==> src/rtl/mac_stream_feeder.sv <==
// mac_stream_feeder
//   On-chip operand source for the mac. A host loads one signal vector and one
//   coefficient vector into local buffers. A start pulse then streams both
//   vectors, in ascending address order, into the mac's signal and coefficient
//   FIFOs using wr_en / last / idle signalling. The stream stalls on full_mul.
//
// Ports
//   clk_i, rst_i            clock, asynchronous active-high reset
//   cfg_we_i/sel/addr/data  host buffer write port (sel 0 = signal, 1 = coeff);
//                           writes are dropped while busy_o is high
//   sig_count_i             number of signal words to send on start
//   coeff_count_i           number of coefficient words to send on start
//   start_i                 one-cycle start pulse, ignored while busy_o is high
//   full_mul                almost-full back-pressure from the mac
//   signal_fifo, wr_en_signal, last_signal, idle_signal   signal stream out
//   coeff_fifo,  wr_en_coeff,  last_coeff,  idle_coeff    coefficient stream out
//   busy_o                  either stream in STREAM or LAST
//   done_o                  one-cycle pulse when both streams have reached DONE
module mac_stream_feeder #(
  parameter int DATA_WIDTH = 32,
  parameter int ADDR_LINES = 5
) (
  input  logic                  clk_i,
  input  logic                  rst_i,
  input  logic                  cfg_we_i,
  input  logic                  cfg_sel_i,
  input  logic [ADDR_LINES-1:0] cfg_addr_i,
  input  logic [DATA_WIDTH-1:0] cfg_data_i,
  input  logic [ADDR_LINES-1:0] sig_count_i,
  input  logic [ADDR_LINES-1:0] coeff_count_i,
  input  logic                  start_i,
  input  logic                  full_mul,
  output logic [DATA_WIDTH-1:0] signal_fifo,
  output logic                  wr_en_signal,
  output logic                  last_signal,
  output logic                  idle_signal,
  output logic [DATA_WIDTH-1:0] coeff_fifo,
  output logic                  wr_en_coeff,
  output logic                  last_coeff,
  output logic                  idle_coeff,
  output logic                  busy_o,
  output logic                  done_o
);

  localparam int DEPTH = 2 ** ADDR_LINES;

  typedef enum logic [1:0] {
    ST_IDLE   = 2'd0,
    ST_STREAM = 2'd1,
    ST_LAST   = 2'd2,
    ST_DONE   = 2'd3
  } state_t;

  logic busy_q, busy_d;
  logic done_q, done_d;
  logic start_ok;

  // A start is only accepted when neither stream is active.
  assign start_ok = start_i && !busy_q;

  // Stream 0 = signal, stream 1 = coefficient. Both run the same FSM.
  for (genvar gi = 0; gi < 2; gi++) begin : g_stream
    logic [DATA_WIDTH-1:0] mem [DEPTH];
    logic [ADDR_LINES-1:0] count_sel;
    state_t                state_q, state_d;
    logic [ADDR_LINES-1:0] count_q, count_d;
    logic [ADDR_LINES-1:0] idx_q, idx_d;
    logic [DATA_WIDTH-1:0] data_q, data_d;
    logic                  wr_en_q, wr_en_d;
    logic                  last_q, last_d;
    logic                  idle_q, idle_d;

    assign count_sel = (gi == 0) ? sig_count_i : coeff_count_i;

    // Buffer contents are not reset; only the host port writes them.
    always_ff @(posedge clk_i) begin
      if (cfg_we_i && !busy_q && (cfg_sel_i == 1'(gi))) begin
        mem[cfg_addr_i] <= cfg_data_i;
      end
    end

    always_comb begin
      state_d = state_q;
      count_d = count_q;
      idx_d   = idx_q;
      data_d  = data_q;
      wr_en_d = 1'b0;
      last_d  = last_q;
      case (state_q)
        ST_IDLE, ST_DONE: begin
          if (start_ok) begin
            state_d = ST_STREAM;
            count_d = count_sel;
            idx_d   = '0;
            last_d  = 1'b0;
            // The start edge already issues word 0, so last_* clears on the
            // same edge that the first new word appears.
            if ((count_sel != '0) && !full_mul) begin
              data_d  = mem[ADDR_LINES'(0)];
              wr_en_d = 1'b1;
              idx_d   = ADDR_LINES'(1);
            end
          end
        end
        ST_STREAM: begin
          if (idx_q == count_q) begin
            state_d = ST_LAST;
            last_d  = 1'b1;
          end else if (!full_mul) begin
            data_d  = mem[idx_q];
            wr_en_d = 1'b1;
            idx_d   = ADDR_LINES'(idx_q + 1'b1);
          end
        end
        ST_LAST: begin
          state_d = ST_DONE;
        end
        default: begin
          state_d = ST_IDLE;
        end
      endcase
      idle_d = (state_d == ST_IDLE) || (state_d == ST_DONE);
    end

    always_ff @(posedge clk_i or posedge rst_i) begin
      if (rst_i) begin
        state_q <= ST_IDLE;
        count_q <= '0;
        idx_q   <= '0;
        data_q  <= '0;
        wr_en_q <= 1'b0;
        last_q  <= 1'b0;
        idle_q  <= 1'b1;
      end else begin
        state_q <= state_d;
        count_q <= count_d;
        idx_q   <= idx_d;
        data_q  <= data_d;
        wr_en_q <= wr_en_d;
        last_q  <= last_d;
        idle_q  <= idle_d;
      end
    end
  end

  always_comb begin
    busy_d = (g_stream[0].state_d == ST_STREAM) || (g_stream[0].state_d == ST_LAST) ||
             (g_stream[1].state_d == ST_STREAM) || (g_stream[1].state_d == ST_LAST);
    // DONE is only left through a new start, so "both DONE next but not both
    // DONE now" marks the edge where the later stream arrives.
    done_d = (g_stream[0].state_d == ST_DONE) && (g_stream[1].state_d == ST_DONE) &&
             !((g_stream[0].state_q == ST_DONE) && (g_stream[1].state_q == ST_DONE));
  end

  always_ff @(posedge clk_i or posedge rst_i) begin
    if (rst_i) begin
      busy_q <= 1'b0;
      done_q <= 1'b0;
    end else begin
      busy_q <= busy_d;
      done_q <= done_d;
    end
  end

  assign signal_fifo  = g_stream[0].data_q;
  assign wr_en_signal = g_stream[0].wr_en_q;
  assign last_signal  = g_stream[0].last_q;
  assign idle_signal  = g_stream[0].idle_q;
  assign coeff_fifo   = g_stream[1].data_q;
  assign wr_en_coeff  = g_stream[1].wr_en_q;
  assign last_coeff   = g_stream[1].last_q;
  assign idle_coeff   = g_stream[1].idle_q;
  assign busy_o       = busy_q;
  assign done_o       = done_q;

endmodule

==> config.mk <==
export PLATFORM = sky130hd
export DESIGN_NAME = mac_stream_feeder
export DESIGN_NICKNAME = d
export VERILOG_FILES = /design/src/rtl/mac_stream_feeder.sv
export SDC_FILE = /design/constraint.sdc
export NUM_CORES = 2
export LEC_CHECK = 0
export CAP_MARGIN = 5
export CORE_MARGIN = 2
export CORE_UTILIZATION = 40
export DETAILED_ROUTE_END_ITERATION = 8
export RECOVER_POWER = 100
export SLEW_MARGIN = 30
export SYNTH_ARGS = -nofsm -noshare
export SYNTH_HDL_FRONTEND = slang
export SYNTH_SLANG_ARGS = --single-unit
==> constraint.sdc <==
create_clock -name clk_i -period 3.6 [get_ports clk_i]
set_input_delay 0.72 -clock clk_i [delete_from_list [all_inputs] [get_ports clk_i]]
set_output_delay 0.72 -clock clk_i [all_outputs]
set_load 0.02 [all_outputs]
Yosys cells after proc, flatten, opt, wreduce, memory -nomap -nowiden. Memories as Yosys holds them, arrays and structs flattened. Cells that the tools add are included.

$add $sub $neg: 2. Equality and inequality tests: 24. Muxes and demuxes: 44. Bitwise gates (word level): 1. Reductions and logical operators: 35.

Operators with widths (count): 2-to-1 mux 32 bit (8); one-hot mux 32 bit (2 select lines) (2); 2-to-1 mux 5 bit (6); inequality test 2 bit (second input constant) (10); one-hot mux 5 bit (2 select lines) (2); == test 2 bit (second input constant) (8); 2-to-1 mux 1 bit (16); one-hot mux 2 bit (3 select lines) (2); adder 5 x 1 -> 5 bit (second input constant) (2); == test 5 bit (2); AND reduction 5 bit (2); nonzero test 5 bit (2); logical AND 1 bit (9); == test 2 x 1 -> 1 bit (second input constant) (4); logical NOT 2 bit (4); 2-to-1 mux 2 bit (4); one-hot mux 1 bit (2 select lines) (4); AND reduction 4 bit (2); AND reduction 3 bit (2); logical OR 1 bit (5); AND reduction 2 bit (2); nonzero test 2 bit (2); OR reduction 2 bit (2); logical NOT 1 bit (3); NOT 1 bit (1).

Register bits after elaboration: 96. Bits in writable memories: 2048. Bits of input ports: 53. Output and inout port bits: 72. Word-level logic and storage cells: 124. Memories: 2.

Memory list: g_stream[0].mem (words 32, width 32, read ports 2, clocked after memory_dff 0, wr ports 1, RTL line 63) `logic [DATA_WIDTH-1:0] mem [DEPTH];`; g_stream[1].mem (words 32, width 32, read ports 2, clocked after memory_dff 0, wr ports 1, RTL line 63).

Logic depth before layout (Yosys ltp).
Depth in word-level cells: 8. Mapped depth: 10. Mapped depth without buffers: 8.

Least setup slack after synthesis. No wires, ideal clock.

Path type: input-to-reg. Start: input cfg_addr_i[4]. End: memory g_stream[0].mem[16][0] (enable). Library setup time: 0.421 ns. Arrival: 2.902 ns. Required time: 3.179 ns. Setup slack: 0.277 ns. Stages on the path: 4. Buffers on the path: 2. Path through: clkbuf_1 -> or3b_2 -> clkbuf_1 -> nor2_1.

RTL lines: start: declaration (RTL line 27) `input logic [ADDR_LINES-1:0] cfg_addr_i,`; end: declaration (RTL line 63).

Straight into the memory's write port.

Worst setup path in the final report.
Start: register busy_q, in the netlist busy_o. End: memory g_stream[1].mem[27][3] (enable).

Word-level cells in the longest chain between the ends: 5.

Ends and longest elaborated chain: start: declaration (RTL line 54) `logic busy_q, busy_d;`; start signal: assignment (RTL line 160) `busy_q <= busy_d;`; logical NOT 1 bit (RTL line 77) `if (cfg_we_i && !busy_q && (cfg_sel_i == 1'(gi))) begin`; logical AND 1 bit (2 in series) (RTL line 77); 2-to-1 mux 1 bit (RTL line 77); 2-to-1 mux 1 bit (not written as such) (RTL line 78) `mem[cfg_addr_i] <= cfg_data_i;`; end: declaration (RTL line 63).

No other way between the ends.

==> metrics <==
CP max-delay cell=clkbuf_2; Lkg Pwr=29.9 nW; Clock Latency Late Sink=0.83 ns; failing checks=max-capacitance violations, max-slew violations; worst reg-to-reg path cell count=5; slowest stage delay, CP=0.79 ns; CTS Buf Count=203; simple-gate share of the synthesized area=0.0209; CP Max Fanout=32; sequential area share after synthesis=0.771; Slew @ Worst Pin=3.06 ns; Layout Cells excl Fill=7188; adder-cell share of the synthesized area=0.00181; ranking of synthesized cells by area=edfxtp_1 74%, mux4_2 10%, dfrtp_1 2.8%, mux2i_1 1.5%, mux2_2 1.5%; Place WS=0.570 ns; post-synthesis async set-or-reset flop share=0.0448; Setup Fix Bufs, Post-CTS=0; fraction of layout cells with a size suffix above 1=0.243; die extent in x=459 um; hold depth=1; hold path endpoint=g_stream[0].mem[9][24]; Mean Syn Cell Area=20.8 um2; final net count=4376; Pwr per Cell Area=704 nW/um2; multiplexer area fraction after synthesis=0.140; largest family of logic cells by synthesized area=multiplexers; reg-to-reg slack, setup=0.40 ns; Setup crit end kind=flop; vias per cell=5.81; CP Cell Sequence=and3b_1, nand3_1, clkbuf_1, nor2_4, clkbuf_2; worst r2r dst=g_stream[1].mem[27][3]; count of final setup violators=0; IR drop worst, VDD=0.715 mV; max_cap viols=39; Netlist cell types=53; R2R Path Start=busy_o; Clock Sinks=2144; Final GP Congestion=0.816; Post-Syn Instances=3982; XOR/XNOR Fraction of Synth Area=0.00106; post-route ant nets=0; status=finished with violations; Die Y=459 um; All-Layer GR Usage=0.207; Worst slew margin=-1.04; initial antenna violation count=20; syn_nets=4047; switch share=0.291; GRT overflow=0; Tcrit/Tclk final=0.890; startpoint types=flop; crit path time final=3.20 ns; Die ar.=211000 um2; Switch Pwr=0.0195 W; I/O Pins=125; Iter 0 DRT Violations=4805; dpl cell area=89600 um2; Syn-to-layout area delta=14.5%; I/O Buffers=124; Compound-Gate Fraction of Synth Area=0.0486; final wirelength=220 mm; cell taking the most area after synthesis=edfxtp_1; Resized Gates After CTS=0; most frequent cells in the layout=2048 x edfxtp_1, 386 x mux4_2, 208 x clkbuf_16, 146 x a21oi_1, 127 x clkbuf_1; dominant synthesized flop cell=edfxtp_1; Hold-fix buffers, CTS=0; #FFs+latches synth=2144; vias in the first global route=42200; EDFF count, synth=2048; crit path DAT=3.46 ns; HP Class=input pin to flop; core area=207000 um2; cell row count=167; fin worst setup slack=0.396 ns; Worst-path clk slew=0.07 ns; first drt pass iteration count=7; f_max=0.312 GHz; Crit path required time=3.86 ns; commonest non-fill, non-tap cell in the layout=edfxtp_1; DP HPWL=127 mm; clock tree buffer depth=3; Root Buffer=clkbuf_16; Synth Cell Area=82900 um2; final hold violation count=0; Finished Cell Area=94900 um2; wire per inst=30.6 um; H-tree Lvls=4; largest net degree at the start of global routing=69; Max Clock Skew=0.0258 ns; Logic pwr share=0.248; # DRC=0; RSZ-0062 raised after global routing=false; internal power=0.0474 W; hold path start=cfg_data_i[24]; share of the synthesized area in the top cell type=0.742; Fin Setup TNS=0 ns; Cells after DPL=6810; YS warnings=0; overall power=0.0669 W; Final Max Tran Viols=1477; Initial Util=0.401; Clk network pwr share=0.319; first-pass GRT wire length=312 mm; Vias=41700; sequential power share=0.433; Crit Path Category=flop to flop; CTS tree=yes
-- worst max-delay path, delay by kind of cell (launching register included) --
kind,cells,cell delay (ns)
buffers and inverters,2,1.57
and+or+nand+nor,3,0.38
DFF,1,0.64
-- Yosys cell counts, types with 4 or more instances --
cell type and instances:
o21ai_0 7, mux2i_1 124, dfrtp_1 94, nand3b_1 10
mux2_4 30, clkbuf_1 127, a22oi_1 68, a221oi_1 64
a211o_1 62, a22o_1 62, ha_1 12, or3_1 7
or3b_2 4, o21a_1 6, o221ai_1 62, buf_1 4
mux2_2 108, mux4_2 386, nand4_1 4, nand2b_1 4
inv_1 10, buf_6 31, nor2b_1 70, edfxtp_1 2048
a21oi_1 148, buf_4 31, nor2_1 81, a31oi_1 64
nand2_1 79, xnor2_1 8, nor3_1 5, buf_2 53
nand3_1 76
-- per-layer routing --
layer  global-route usage  wire (um)  vias to the layer above
met3               0.0333      15000                      313
met5                    0          0                        -
met4               0.0526       5840                        0
li1                     -          -                    17400
met1                0.278      88800                    22500
met2                0.352     110000                     1572
-- through the flow --
| stage | hold WS, ns | utilization |
|---|---|---|
| floorplan | 0.500 | - |
| global placement | 0.511 | 0.434 |
| detailed placement | 0.514 | 0.434 |
| CTS | 0.106 | 0.465 |
| global route | 0.218 | 0.459 |
| finish | 0.249 | 0.459 |
-- flip-flops by register name, summed over array words and instances (netlist names), 4 cells and up --
signal            flops
g_stream.mem       2048
coeff_fifo           32
signal_fifo          32
g_stream.count_q     10
g_stream.idx_q       10
g_stream.state_q      4
-- worst max path at each step --
stage	cells past startpoint	startpoint	endpoint
final	5	busy_o	g_stream[1].mem[27][3]
after detailed placement	6	g_stream[0].idx_q[0]	signal_fifo[3]
after global placement	6	g_stream[0].idx_q[0]	signal_fifo[3]
after floorplan	4	cfg_addr_i[4]	g_stream[0].mem[16][0]
after global routing	5	busy_o	g_stream[0].mem[0][4]
after CTS	6	g_stream[0].idx_q[0]	signal_fifo[3]
-- power groups by stage --
stage                     Combinational [W]  Clock [W]  Sequential (W)
after floorplan                      0.0110          0          0.0293
after global routing                 0.0177     0.0226          0.0290
after CTS                            0.0170     0.0216          0.0290
after global placement               0.0168          0          0.0295
final                                0.0166     0.0213          0.0289
after detailed placement             0.0169          0          0.0295
-- kinds of logic after synthesis --
family,after synthesis
multiplexers,649
adder cells (fa/ha/maj),12
flip-flops,2144
XOR/XNOR,10
buffers and inverters,258
AND/OR/NAND/NOR,351
AO/OA/AOI/OAI,558
-- cell type report --
| cell class | count | area, um2 |
|---|---|---|
| diodes | 4 | 10.0 |
| clock buffers | 273 | 5610 |
| clock inverters | 101 | 963 |
| fillers | 17200 | 112000 |
| inverters | 10 | 38.8 |
| multi-input cells | 1580 | 18100 |
| flip-flops and latches | 2144 | 63900 |
| well taps | 2704 | 3380 |
| repair buffers | 372 | 2910 |
Power figures use the tool's default switching activity.
